===== src/rtl/lsu_pkg.sv =====
// Shared types and helpers for the load/store unit: RV32I load/store funct3
// encodings, FSM state enum, legality and byte-lane/replication helpers.
package lsu_pkg;

  localparam logic [2:0] LSU_B  = 3'b000;
  localparam logic [2:0] LSU_H  = 3'b001;
  localparam logic [2:0] LSU_W  = 3'b010;
  localparam logic [2:0] LSU_BU = 3'b100;
  localparam logic [2:0] LSU_HU = 3'b101;

  typedef enum logic [1:0] {
    ST_IDLE = 2'd0,
    ST_BUS  = 2'd1,
    ST_RESP = 2'd2
  } lsu_state_t;

  function automatic logic f3_legal(input logic i_we, input logic [2:0] i_f3);
    if (i_we) begin
      return (i_f3 == LSU_B) || (i_f3 == LSU_H) || (i_f3 == LSU_W);
    end
    return (i_f3 == LSU_B) || (i_f3 == LSU_H) || (i_f3 == LSU_W) ||
           (i_f3 == LSU_BU) || (i_f3 == LSU_HU);
  endfunction

  function automatic logic f3_misaligned(input logic [2:0] i_f3, input logic [1:0] i_off);
    return ((i_f3[1:0] == 2'b01) && i_off[0]) ||
           ((i_f3[1:0] == 2'b10) && (i_off != 2'b00));
  endfunction

  // Halfwords only look at off[1], so a misaligned H quietly snaps to its half.
  function automatic logic [3:0] lane_be(input logic [2:0] i_f3, input logic [1:0] i_off);
    logic [3:0] be;
    case (i_f3[1:0])
      2'b00:   be = 4'b0001 << i_off;
      2'b01:   be = i_off[1] ? 4'b1100 : 4'b0011;
      default: be = 4'b1111;
    endcase
    return be;
  endfunction

  function automatic logic [31:0] store_rep(input logic [2:0] i_f3, input logic [31:0] i_wd);
    logic [31:0] rep;
    case (i_f3[1:0])
      2'b00:   rep = {4{i_wd[7:0]}};
      2'b01:   rep = {2{i_wd[15:0]}};
      default: rep = i_wd;
    endcase
    return rep;
  endfunction

endpackage


===== src/rtl/lsu_load_align.sv =====
// Load formatter: picks the byte/halfword addressed by the low address bits
// out of the returned word and sign- or zero-extends it by funct3.
module lsu_load_align
  import lsu_pkg::*;
(
  input  logic [2:0]  i_funct3,
  input  logic [1:0]  i_off,
  input  logic [31:0] i_word,
  output logic [31:0] o_data
);

  logic [7:0]  w_byte;
  logic [15:0] w_half;

  always_comb begin
    w_byte = i_word[7:0];
    case (i_off)
      2'd0:    w_byte = i_word[7:0];
      2'd1:    w_byte = i_word[15:8];
      2'd2:    w_byte = i_word[23:16];
      default: w_byte = i_word[31:24];
    endcase
    w_half = i_off[1] ? i_word[31:16] : i_word[15:0];
  end

  always_comb begin
    case (i_funct3)
      LSU_B:   o_data = {{24{w_byte[7]}}, w_byte};
      LSU_BU:  o_data = {24'h000000, w_byte};
      LSU_H:   o_data = {{16{w_half[15]}}, w_half};
      LSU_HU:  o_data = {16'h0000, w_half};
      default: o_data = i_word;
    endcase
  end

endmodule


===== src/rtl/load_store_unit.sv =====
// Memory-access stage: one load/store per request over a req/ack bus, with a
// bus watchdog. Define MISALIGN_TRAP_EN to trap misaligned H/W accesses.
module load_store_unit
  import lsu_pkg::*;
#(
  parameter int unsigned WIDTH   = 32,
  parameter int unsigned TIMEOUT = 255
)
(
  input  logic             clk,
  input  logic             rst_n,
  input  logic             i_req_valid,
  output logic             o_req_ready,
  input  logic             i_req_we,
  input  logic [2:0]       i_req_funct3,
  input  logic [WIDTH-1:0] i_req_addr,
  input  logic [WIDTH-1:0] i_req_wdata,
  output logic             o_mem_req,
  output logic             o_mem_we,
  output logic [WIDTH-1:0] o_mem_addr,
  output logic [3:0]       o_mem_be,
  output logic [WIDTH-1:0] o_mem_wdata,
  input  logic             i_mem_ack,
  input  logic [WIDTH-1:0] i_mem_rdata,
  output logic             o_rsp_valid,
  output logic [WIDTH-1:0] o_rsp_rdata,
  output logic             o_rsp_err
);

  localparam int unsigned WDW       = (TIMEOUT < 2) ? 1 : $clog2(TIMEOUT + 1);
  localparam int unsigned WD_LAST_I = (TIMEOUT == 0) ? 0 : TIMEOUT - 1;
  localparam logic [WDW-1:0] WD_LAST = WD_LAST_I[WDW-1:0];

  lsu_state_t       r_state;
  lsu_state_t       w_state_next;
  logic             r_we;
  logic [2:0]       r_funct3;
  logic [1:0]       r_off;
  logic [WIDTH-1:0] r_addr;
  logic [3:0]       r_be;
  logic [WIDTH-1:0] r_wdata;
  logic [WIDTH-1:0] r_rword;
  logic             r_err;
  logic [WDW-1:0]   r_wdog;

  logic             w_accept;
  logic             w_req_err;
  logic             w_timeout;
  logic [WIDTH-1:0] w_load_data;

  assign w_accept = (r_state == ST_IDLE) && i_req_valid;

`ifdef MISALIGN_TRAP_EN
  assign w_req_err = !f3_legal(i_req_we, i_req_funct3) ||
                     f3_misaligned(i_req_funct3, i_req_addr[1:0]);
`else
  assign w_req_err = !f3_legal(i_req_we, i_req_funct3);
`endif

  // Fires on the last allowed BUS cycle; an ack on that same edge still wins.
  assign w_timeout = (TIMEOUT != 0) && (r_state == ST_BUS) && (r_wdog == WD_LAST);

  // State register
  always_ff @(posedge clk or negedge rst_n) begin
    if (!rst_n) begin
      r_state <= ST_IDLE;
    end else begin
      r_state <= w_state_next;
    end
  end

  // Next-state logic
  always_comb begin
    w_state_next = r_state;
    case (r_state)
      ST_IDLE: begin
        if (i_req_valid) begin
          w_state_next = w_req_err ? ST_RESP : ST_BUS;
        end
      end
      ST_BUS: begin
        if (i_mem_ack || w_timeout) begin
          w_state_next = ST_RESP;
        end
      end
      ST_RESP: w_state_next = ST_IDLE;
      default: w_state_next = ST_IDLE;
    endcase
  end

  // Output logic
  always_comb begin
    o_req_ready = (r_state == ST_IDLE);
    o_mem_req   = (r_state == ST_BUS);
    o_mem_we    = (r_state == ST_BUS) && r_we;
    o_mem_addr  = (r_state == ST_BUS) ? r_addr  : '0;
    o_mem_be    = (r_state == ST_BUS) ? r_be    : 4'b0000;
    o_mem_wdata = (r_state == ST_BUS) ? r_wdata : '0;
    o_rsp_valid = (r_state == ST_RESP);
    o_rsp_err   = (r_state == ST_RESP) && r_err;
    o_rsp_rdata = ((r_state == ST_RESP) && !r_err && !r_we) ? w_load_data : '0;
  end

  // Request capture, read-word latch and error flag
  always_ff @(posedge clk or negedge rst_n) begin
    if (!rst_n) begin
      r_we     <= 1'b0;
      r_funct3 <= 3'b000;
      r_off    <= 2'b00;
      r_addr   <= '0;
      r_be     <= 4'b0000;
      r_wdata  <= '0;
      r_rword  <= '0;
      r_err    <= 1'b0;
    end else if (w_accept) begin
      r_we     <= i_req_we;
      r_funct3 <= i_req_funct3;
      r_off    <= i_req_addr[1:0];
      r_addr   <= {i_req_addr[WIDTH-1:2], 2'b00};
      r_be     <= lane_be(i_req_funct3, i_req_addr[1:0]);
      r_wdata  <= store_rep(i_req_funct3, i_req_wdata);
      r_rword  <= '0;
      r_err    <= w_req_err;
    end else if (r_state == ST_BUS) begin
      if (i_mem_ack) begin
        r_rword <= i_mem_rdata;
      end else if (w_timeout) begin
        r_err <= 1'b1;
      end
    end
  end

  // Watchdog counts BUS cycles and clears whenever the bus is idle
  always_ff @(posedge clk or negedge rst_n) begin
    if (!rst_n) begin
      r_wdog <= '0;
    end else if ((r_state == ST_BUS) && !i_mem_ack && (TIMEOUT != 0)) begin
      r_wdog <= r_wdog + 1'b1;
    end else begin
      r_wdog <= '0;
    end
  end

  lsu_load_align u_align (
    .i_funct3 (r_funct3),
    .i_off    (r_off),
    .i_word   (r_rword),
    .o_data   (w_load_data)
  );

endmodule


===== config.mk =====
export PLATFORM = sky130hd
export DESIGN_NAME = load_store_unit
export DESIGN_NICKNAME = d
export VERILOG_FILES = /design/src/rtl/lsu_pkg.sv /design/src/rtl/lsu_load_align.sv /design/src/rtl/load_store_unit.sv
export SDC_FILE = /design/constraint.sdc
export NUM_CORES = 1
export LEC_CHECK = 0
export ABC_AREA = 1
export CAP_MARGIN = 10
export CORE_ASPECT_RATIO = 1.25
export CORE_MARGIN = 10
export CORE_UTILIZATION = 50
export DETAILED_ROUTE_END_ITERATION = 8
export PLACE_DENSITY = 0.87
export SLEW_MARGIN = 10
export SYNTH_ARGS = -nofsm -noshare
export SYNTH_HDL_FRONTEND = slang
export SYNTH_SLANG_ARGS = --single-unit

===== constraint.sdc =====
create_clock -name clk -period 3.25 [get_ports clk]
set_input_delay 0.975 -clock clk [delete_from_list [all_inputs] [get_ports clk]]
set_output_delay 0.975 -clock clk [all_outputs]
set_load 0.02 [all_outputs]

==> results of run 1 <==
state kept, by name, indices dropped and copies added (netlist names):
signal and cells:
r_state 2, r_wdata 32, r_we 1, r_addr 30, r_funct3 3, r_err 1
r_be 4, r_off 2, r_rword 32, r_wdog 8
worst max-delay path, cell delays in order (launching register included):
cell,delay [ns]
dfrtp_1,0.42
or2_4,0.28
nor3_4,0.23
buf_4,0.21
o21ai_1,0.07
a21oi_1,0.17
dlygate4sd2_1,0.36
per-layer routing:
metal | global-route usage [%] | vias up
li1 | - | 3052
met1 | 27.6 | 2972
met2 | 41.2 | 284
met3 | 8.16 | 53
met4 | 11.1 | 0
met5 | 0 | -
layout make-up:
cell class	instances	area, sq um	area share (%)
repair buffers	231	2210	24.7
multi-input cells	537	2530	28.2
clock inverters	14	205	2.29
diodes	1	2.50	0.0279
well taps	164	205	2.29
clock buffers	17	425	4.74
flip-flops and latches	115	2880	32.1
inverters	134	505	5.64
power by group:
group / switching, mW / internal, mW
Combinational: 1.88 / 1.06
Clock: 0.688 / 1.29
Sequential: 0.339 / 2.01
cells in the final DEF (no fill, tap or decap), types with 2 or more instances in the layout:
master | Yosys | layout
clkdlybuf4s50_1 | 0 | 173
o21ai_0 | 146 | 146
inv_1 | 127 | 127
nor2_1 | 125 | 125
dfrtp_1 | 115 | 114
nand2_1 | 108 | 106
nand3_1 | 49 | 49
a21oi_1 | 42 | 42
dlygate4sd2_1 | 0 | 30
buf_4 | 5 | 25
clkbuf_16 | 0 | 17
o21ai_1 | 12 | 12
nor2_2 | 11 | 11
nor3_1 | 9 | 9
o22ai_1 | 8 | 8
o21bai_1 | 8 | 8
inv_2 | 6 | 6
clkinv_4 | 0 | 6
bufinv_16 | 0 | 4
nand2_2 | 2 | 3
nand2_4 | 1 | 2
nor2_4 | 2 | 2
ha_1 | 2 | 2
conb_1 | 1 | 2
clkinvlp_4 | 0 | 2
inv_6 | 0 | 2
clkbuf_2 | 0 | 2
cell families after synthesis:
logic type | after synthesis | synth area share, %
simple gates | 312 | 21.8
fa+ha+maj | 2 | 0.407
compound gates | 220 | 18.6
xor+xnor | 1 | 0.143
buf+inv | 184 | 12.1
other cells | 1 | 0.0611
flops | 115 | 46.9
worst max path at each step:
stage               start         endpoint  slack (ns)  cells after the start
2_1_floorplan  r_state[0]  o_rsp_rdata[14]        0.81                      5
3_3_place_gp   r_state[0]  o_rsp_rdata[19]        0.28                      5
3_5_place_dp   r_state[0]  o_rsp_rdata[31]        0.19                      5
4_1_cts        r_state[0]   o_rsp_rdata[0]        0.11                      6
5_1_grt        r_state[0]  o_rsp_rdata[14]       0.002                      6
6_report       r_state[0]   o_rsp_rdata[7]        0.13                      6
stage by stage:
step                      worst slack (ns)  instance area [sq um]  hold WS, ns  total power, mW
after floorplan                      0.814                   6140        0.452             4.11
after global placement               0.275                   8360        0.469             5.20
after CTS                            0.108                   8970        0.490             7.28
after detailed placement             0.186                   8360        0.481             5.27
after global routing               0.00233                   8970        0.515             7.74
final                                0.126                   8970        0.485             7.26
timing repair:
action	in CTS	in global routing
gates cloned	0	0
endpoints found under the hold margin	0	0
hold buffers	0	0
setup endpoints to repair	32	10
gates resized for setup	33	5
pin swaps	1	0
buffers inserted	2	0
==> impl_metrics.tcl, run 1 <==
set metrics [dict create \
    outcome "finished clean" \
    fp-row-count 45 \
    clk_latency_ns 0.41 \
    p_leak_nw 4.25 \
    slew_headroom_pct 40.3 \
    clock-root-buffer "clkbuf_16" \
    drive_above_1_share_pct 8.49 \
    critPathLaunchType "register" \
    initial_core_util_pct 50.7 \
    critical_path_arrival_ns 2.15 \
    cts.clk_slew.worst_paths_ns 0.05 \
    ys_top_cells_by_area "dfrtp_1 47%, o21ai_0 12%, inv_1 7.8%, nor2_1 7.6%, nand2_1 6.6%" \
    vias_per_cell 5.24 \
    wl_um 21300 \
    layoutNonFillerInstCount 1213 \
    reg2reg_depth 8 \
    ys_seq_area_share_pct 46.9 \
    r2r_start "r_state[1]" \
    ioPinCount 209 \
    setup_tns_ns 0 \
    async_flop_share_pct 100 \
    post_drt_wl_per_cell_um 17.5 \
    die_w_um 119 \
    tightest_slew_ns 0.896 \
    min_period_over_period_pct 96.1 \
    synth-edff-count 0 \
    hold_end "r_wdog[0]" \
    place_congestion 0.957 \
    netlist_instances 835 \
    synth_ff_type "dfrtp_1" \
    clock-skew-final_ns 0.00810 \
    min_delay_path_depth 1 \
    place_inst 1179 \
    num-fill-cells 902 \
    dr.pass1.iters 5 \
    r2r_slack_ns 0.79 \
    critPathCaptureType "output port" \
    dr_wl_met2_um 10600 \
    synth_top_area_share_pct 46.9 \
    dpl.hpwl_um 15700 \
    min_from "r_wdog[0]" \
    nets 1142 \
    finalSetupViolCount 0 \
    drc_errors 0 \
    grt_pass1_vias 6389 \
    synth_top_area_cell "dfrtp_1" \
    io_buffers 206 \
    cp.required_ns 2.27 \
    htreeDepth 4 \
    dr_wl_met3_um 1870 \
    hp-class "reg2reg" \
    powerDensity_nw_per_um2 810 \
    finalCriticalPeriod_ns 3.12 \
    synthDistinctLibCells 34 \
    rsz0062_at_grt "false" \
    drt_iter0_markers 568 \
    synth_common_cells "146 x o21ai_0, 127 x inv_1, 125 x nor2_1" \
    clock_sinks 115 \
    num_vias 6361 \
    avgSynthCellArea_sq_um 7.35 \
    core_sq_um 12100 \
    final_util_pct 74.1 \
    fmax_mhz 320 \
    ir_drop_uv 481 \
    finalHoldViolCount 0 \
    numCtsBuffers 17 \
    cap_violations 0 \
    grt_max_degree 70 \
    reg2reg_to "r_rword[29]" \
    syn_to_final_growth_pct 46.0 \
    synthMostInstantiatedCell "o21ai_0" \
    antenna_found_initial 1 \
    ys_ff_latch 115 \
    cts_buffer_depth 2 \
    slew_viol_final 0 \
    synth_area_sq_um 6140 \
    dr.max_layer_used "met4" \
    crit_type "reg2out" \
    die_area_sq_um 17100 \
    grt_pass1_wl_um 33600 \
    grt-ovfl-total 0 \
    cts_tree "yes" \
    yosysWarnings 0 \
    die_y_um 144 \
    path_max_fanout 11 \
    grtUsageTotal_pct 24.5 \
    wl_met1_um 7990 \
    antenna_left 0 \
]
Note: power is estimated with default switching activity, not from simulation.
==> run 2, diff against run 1 <==
--- a/config.mk
+++ b/config.mk
@@ -8,9 +8,10 @@
 export ABC_AREA = 1
 export CAP_MARGIN = 10
 export CORE_ASPECT_RATIO = 1.25
-export CORE_MARGIN = 10
+export CORE_MARGIN = 2
 export CORE_UTILIZATION = 50
 export DETAILED_ROUTE_END_ITERATION = 8
+export HOLD_SLACK_MARGIN = 0.08
 export PLACE_DENSITY = 0.87
 export SLEW_MARGIN = 10
 export SYNTH_ARGS = -nofsm -noshare
==> impl_metrics.tcl, run 2 (synthesized netlist as in run 1, its figures left out) <==
set metrics [dict create \
    rsz0062_at_grt "false" \
    drive_above_1_share_pct 8.50 \
    die_w_um 103 \
    num-fill-cells 928 \
    io_buffers 206 \
    antenna_found_initial 0 \
    initial_core_util_pct 51.0 \
    htreeDepth 4 \
    critical_path_arrival_ns 2.16 \
    antenna_left 0 \
    p_leak_nw 4.27 \
    cts_hold_buf 0 \
    critPathMaxStageDelay_ns 0.42 \
    slew_viol_final 0 \
    wl_um 19000 \
    die_y_um 128 \
    fmax_mhz 319 \
    multiInputGateArea_sq_um 2530 \
    slew_headroom_pct 44.4 \
    drc_errors 0 \
    cts_buffer_depth 2 \
    powerDensity_nw_per_um2 825 \
    cp.required_ns 2.27 \
    dpl.hpwl_um 13400 \
    worstSetupEndpoint "o_rsp_rdata[5]" \
    grt_pass1_vias 6120 \
    clock_sinks 115 \
    cts_tree "yes" \
    syn_to_final_growth_pct 46.9 \
    nets 1140 \
    reg2reg_to "r_rword[6]" \
    grtUsageTotal_pct 29.4 \
    finalCriticalPeriod_ns 3.14 \
    top_regs "r_rword x32, r_wdata x32, r_addr x30" \
    drt_iter0_markers 426 \
    ioPinCount 209 \
    post-place-ws_ns 0.175 \
    tightest_slew_ns 0.831 \
    critPathLaunchType "register" \
    post_drt_wl_per_cell_um 15.7 \
    num_vias 6328 \
    min_period_over_period_pct 96.6 \
    grt_max_degree 68 \
    crit_type "reg2out" \
    hp-class "in2async" \
    grt-ovfl-total 0 \
    clk_latency_ns 0.42 \
    crit_path_top_delay_cell "dfrtp_1" \
    fp-row-count 45 \
    critPathCaptureType "output port" \
    numCtsBuffers 17 \
    core_sq_um 12000 \
    outcome "finished clean" \
    r2r_slack_ns 0.89 \
    seqCellArea_sq_um 2880 \
    startpoint "r_state[0]" \
    reg2reg_depth 8 \
    postLayoutSetupSlackWorst_ns 0.111 \
    path_max_fanout 10 \
    cts.clk_slew.worst_paths_ns 0.06 \
    grt_pass1_wl_um 30100 \
    final_cell_mix "173 x clkdlybuf4s50_1, 146 x o21ai_0, 127 x inv_1" \
    r2r_start "r_state[1]" \
    cap_violations 0 \
    clock-skew-final_ns 0.00927 \
    clock-root-buffer "clkbuf_16" \
    dr.pass1.iters 5 \
    die_area_sq_um 13200 \
    finalSetupViolCount 0 \
    finalHoldViolCount 0 \
    setup_tns_ns 0 \
    path_cells "or2_4 > nor3_4 > buf_4 > buf_4 > o21ai_0 > a21oi_1 > dlygate4sd2_1" \
    vias_per_cell 5.23 \
    critPathMostFrequentCell "buf_4" \
    antenna_cells 0 \
    ir_drop_uv 402 \
    place_congestion 0.940 \
    final_common_cell "clkdlybuf4s50_1" \
]
==> run 2: power by group <==
| group | internal, mW | switching [mW] | leakage [nW] | total, mW |
|---|---|---|---|---|
| combinational | 1.08 | 1.85 | 2.48 | 2.92 |
| clock | 1.47 | 0.694 | 0.328 | 2.16 |
| sequential | 2.01 | 0.349 | 1.46 | 2.36 |
| total | 4.55 | 2.89 | 4.27 | 7.44 |
==> run 2: timing repair <==
item / in CTS / in global routing
pin swaps: 1 / 0
setup buffers: 3 / 0
gates resized for setup: 35 / 5
setup endpoints to repair: 32 / 3
==> run 2: per-layer routing <==
layer	global-route usage, %	wire length [um]
met3	7.36	1650
met1	36.2	7180
met4	12.0	569
met5	0	0
met2	49.0	9640
==> run 2: worst min path at each step <==
stage | from | to | slack (ns) | cells after the start
global route | rst_n | r_addr[11] | 0.37 | 1
CTS | rst_n | r_addr[11] | 0.36 | 1
global placement | r_wdata[25] | r_wdata[25] | 0.47 | 2
detailed placement | r_wdog[0] | r_wdog[0] | 0.48 | 1
floorplan | r_wdog[0] | r_wdog[0] | 0.45 | 1
finish | rst_n | r_addr[11] | 0.36 | 1
==> run 2: area by class of cell <==
type	instances	area share, %
multi-input combinational	537	28.1
timing repair buffer	229	24.5
sequential	115	31.9
tap	164	2.27
clock inverter	14	2.75
clock buffer	18	4.87
inverter	134	5.60
==> run 2: critical path: cells and delay by family (launching register included) <==
family | cells | cell delay [ns]
AO/OA/AOI/OAI | 2 | 0.19
buffers and inverters | 3 | 0.66
flip-flops | 1 | 0.42
AND/OR/NAND/NOR | 2 | 0.47
==> run 2: metrics by stage <==
| stage | total power [mW] | cells | area, sq um | hold WS (ns) | utilization [%] |
|---|---|---|---|---|---|
| floorplan | 4.11 | 836 | 6140 | 0.452 | - |
| global placement | 5.17 | 1176 | 8350 | 0.469 | 69.3 |
| detailed placement | 5.24 | 1176 | 8350 | 0.479 | 69.3 |
| CTS | 7.44 | 1211 | 9030 | 0.361 | 74.9 |
| global route | 7.88 | 1211 | 9020 | 0.366 | 74.9 |
| finish | 7.44 | 1211 | 9020 | 0.362 | 74.9 |
==> run 3, diff against run 2 <==
--- a/config.mk
+++ b/config.mk
@@ -9,10 +9,11 @@
 export CAP_MARGIN = 10
 export CORE_ASPECT_RATIO = 1.25
 export CORE_MARGIN = 2
-export CORE_UTILIZATION = 50
+export CORE_UTILIZATION = 42
 export DETAILED_ROUTE_END_ITERATION = 8
 export HOLD_SLACK_MARGIN = 0.08
-export PLACE_DENSITY = 0.87
+export PLACE_DENSITY = 0.78
+export SKIP_LAST_GASP = 1
 export SLEW_MARGIN = 10
 export SYNTH_ARGS = -nofsm -noshare
 export SYNTH_HDL_FRONTEND = slang
==> constraint.sdc (replaced) <==
create_clock -name clk -period 2.52 [get_ports clk]
set_input_delay 0.756 -clock clk [delete_from_list [all_inputs] [get_ports clk]]
set_output_delay 0.756 -clock clk [all_outputs]
set_load 0.02 [all_outputs]
==> impl_metrics.tcl, run 3 (synthesized netlist as in run 1, its figures left out) <==
set metrics [dict create \
    outcome "finished, violations left" \
    violations "negative setup slack" \
    grt-ovfl-total 0 \
    dpl_cell_area_sq_um 8620 \
    path_max_fanout 6 \
    r2r_slack_ns 0.64 \
    cts.clk_slew.worst_paths_ns 0.06 \
    ioPinCount 209 \
    crit_path_top_delay_cell "dfrtp_1" \
    cts_hold_buf 0 \
    hp-class "in2async" \
    seqPwrFrac_pct 30.6 \
    num_vias 6429 \
    grt_max_degree 79 \
    switching_share_pct 41.0 \
    grt_use_met1_pct 30.1 \
    slew_headroom_pct 44.3 \
    dpl.hpwl_um 13700 \
    tightest_slew_ns 0.833 \
    top_regs "r_rword x32, r_wdata x32, r_addr x30" \
    switching_power_mw 4.01 \
    rsz0062_at_grt "true" \
    cap_violations 0 \
    final_util_pct 66.9 \
    cts_tree "yes" \
    cts_buffer_depth 2 \
    path_cells "or2_4 > nor3_4 > buf_6 > nand2_8 > buf_16 > buf_6 > nor2_4 > buf_6" \
    antenna_cells 0 \
    powerDensity_nw_per_um2 1020 \
    place_congestion 0.935 \
    final_cell_mix "139 x o21ai_0, 126 x inv_1, 118 x nor2_1" \
    ir_drop_uv 498 \
    grt_pass1_vias 6265 \
    numCtsBuffers 17 \
    grt_busiest_layer "met2" \
    critPathMaxStageDelay_ns 0.38 \
    fp-row-count 49 \
    die_area_sq_um 15600 \
    clock-root-buffer "clkbuf_16" \
    clkPwrFrac_pct 24.7 \
    htreeDepth 4 \
    design_area_sq_um 9600 \
    dr.pass1.iters 5 \
    grt_pass1_wl_um 31200 \
    finalCriticalPeriod_ns 2.73 \
    die_y_um 139 \
    p_int_mw 5.77 \
    finalHoldViolCount 0 \
    io_buffers 206 \
    critical_path_arrival_ns 1.98 \
    critPathCaptureType "output port" \
    antenna_left 0 \
    critPathBufInv 4 \
    initial_core_util_pct 42.8 \
    final_common_cell "o21ai_0" \
    p_leak_nw 4.68 \
    drive_above_1_share_pct 18.5 \
    crit_type "reg2out" \
    critPathLaunchType "register" \
    fmax_mhz 366 \
    drt_iter0_markers 478 \
    post_drt_wl_per_cell_um 15.7 \
    vias_per_cell 5.07 \
    core_sq_um 14300 \
    combPwrFrac_pct 44.6 \
    drc_errors 0 \
    nets 1183 \
    postLayoutSetupSlackWorst_ns -0.215 \
    clock_sinks 115 \
    critPathMostFrequentCell "buf_6" \
    cp.required_ns 1.76 \
    finalSetupViolCount 32 \
    critPathTopFamily "simple AND/OR/NAND/NOR gates" \
    clock-skew-final_ns 0.00990 \
    syn_to_final_growth_pct 56.3 \
    antenna_found_initial 0 \
    clk_latency_ns 0.41 \
    grtUsageMet3_pct 4.33 \
    slew_viol_final 0 \
    min_period_over_period_pct 109 \
    grt.met2_usage_pct 43.0 \
    die_w_um 112 \
    wl_um 19900 \
    grtUsageTotal_pct 24.7 \
]
run 3: metal layers:
layer / share of wire [%] / wire length, um
met5: 0 / 0
met4: 3.1 / 618
met3: 6.3 / 1250
met2: 52 / 10400
met1: 38 / 7580
run 3: worst register-to-register path, cell delays in order (launching register included):
cell and delay [ns]:
dfrtp_1 0.38, inv_2 0.07, buf_4 0.10, nand2_2 0.08
buf_12 0.18, inv_2 0.10, buf_4 0.33, nand2_2 0.10
nand2_1 0.07, buf_4 0.21, o21ai_0 0.13
run 3: worst paths after layout:
path,from,end,cells after the start
setup / recovery,r_state[0],o_rsp_rdata[20],8
hold / removal,rst_n,r_addr[9],1
setup reg to reg,r_state[1],r_rword[31],10
hold reg to reg,r_wdata[28],r_wdata[28],2
max in group asynchronous,rst_n,r_wdata[24],2
min in group clk,r_wdata[28],r_wdata[28],2
run 3: layout make-up:
| class | count | area [sq um] |
|---|---|---|
| clock inverters | 15 | 168 |
| well taps | 178 | 223 |
| inverters | 134 | 505 |
| multi-input cells | 537 | 2730 |
| clock buffers | 17 | 425 |
| flip-flops and latches | 115 | 2880 |
| repair buffers | 272 | 2670 |
| fillers | 1196 | 4750 |
run 3: metrics by stage:
stage	power, mW	setup TNS [ns]	worst slack (ns)	instances	hold WS (ns)
2_1_floorplan	5.30	0	0.303	836	0.452
3_3_place_gp	6.92	-1.20	-0.0849	1214	0.466
3_5_place_dp	7.02	-1.67	-0.112	1214	0.483
4_1_cts	9.52	-3.50	-0.242	1254	0.324
5_1_grt	10.5	-6.58	-0.268	1268	0.333
6_report	9.78	-4.53	-0.215	1268	0.316
run 3: power by group through the flow:
stage,Combinational [mW],Clock (mW),Sequential [mW]
finish,4.36,2.42,3.00
global route,4.83,2.55,3.07
CTS,4.08,2.46,2.98
detailed placement,4.02,0,3.00
global placement,3.96,0,2.97
floorplan,2.45,0,2.85
run 3: repair_timing:
action | CTS | global route
hold endpoints to repair | 0 | 0
endpoints found under the setup margin | 102 | 72
buffers inserted | 7 | 13
gates resized for setup | 273 | 91
pin swaps | 4 | 7
cloned | 1 | 1
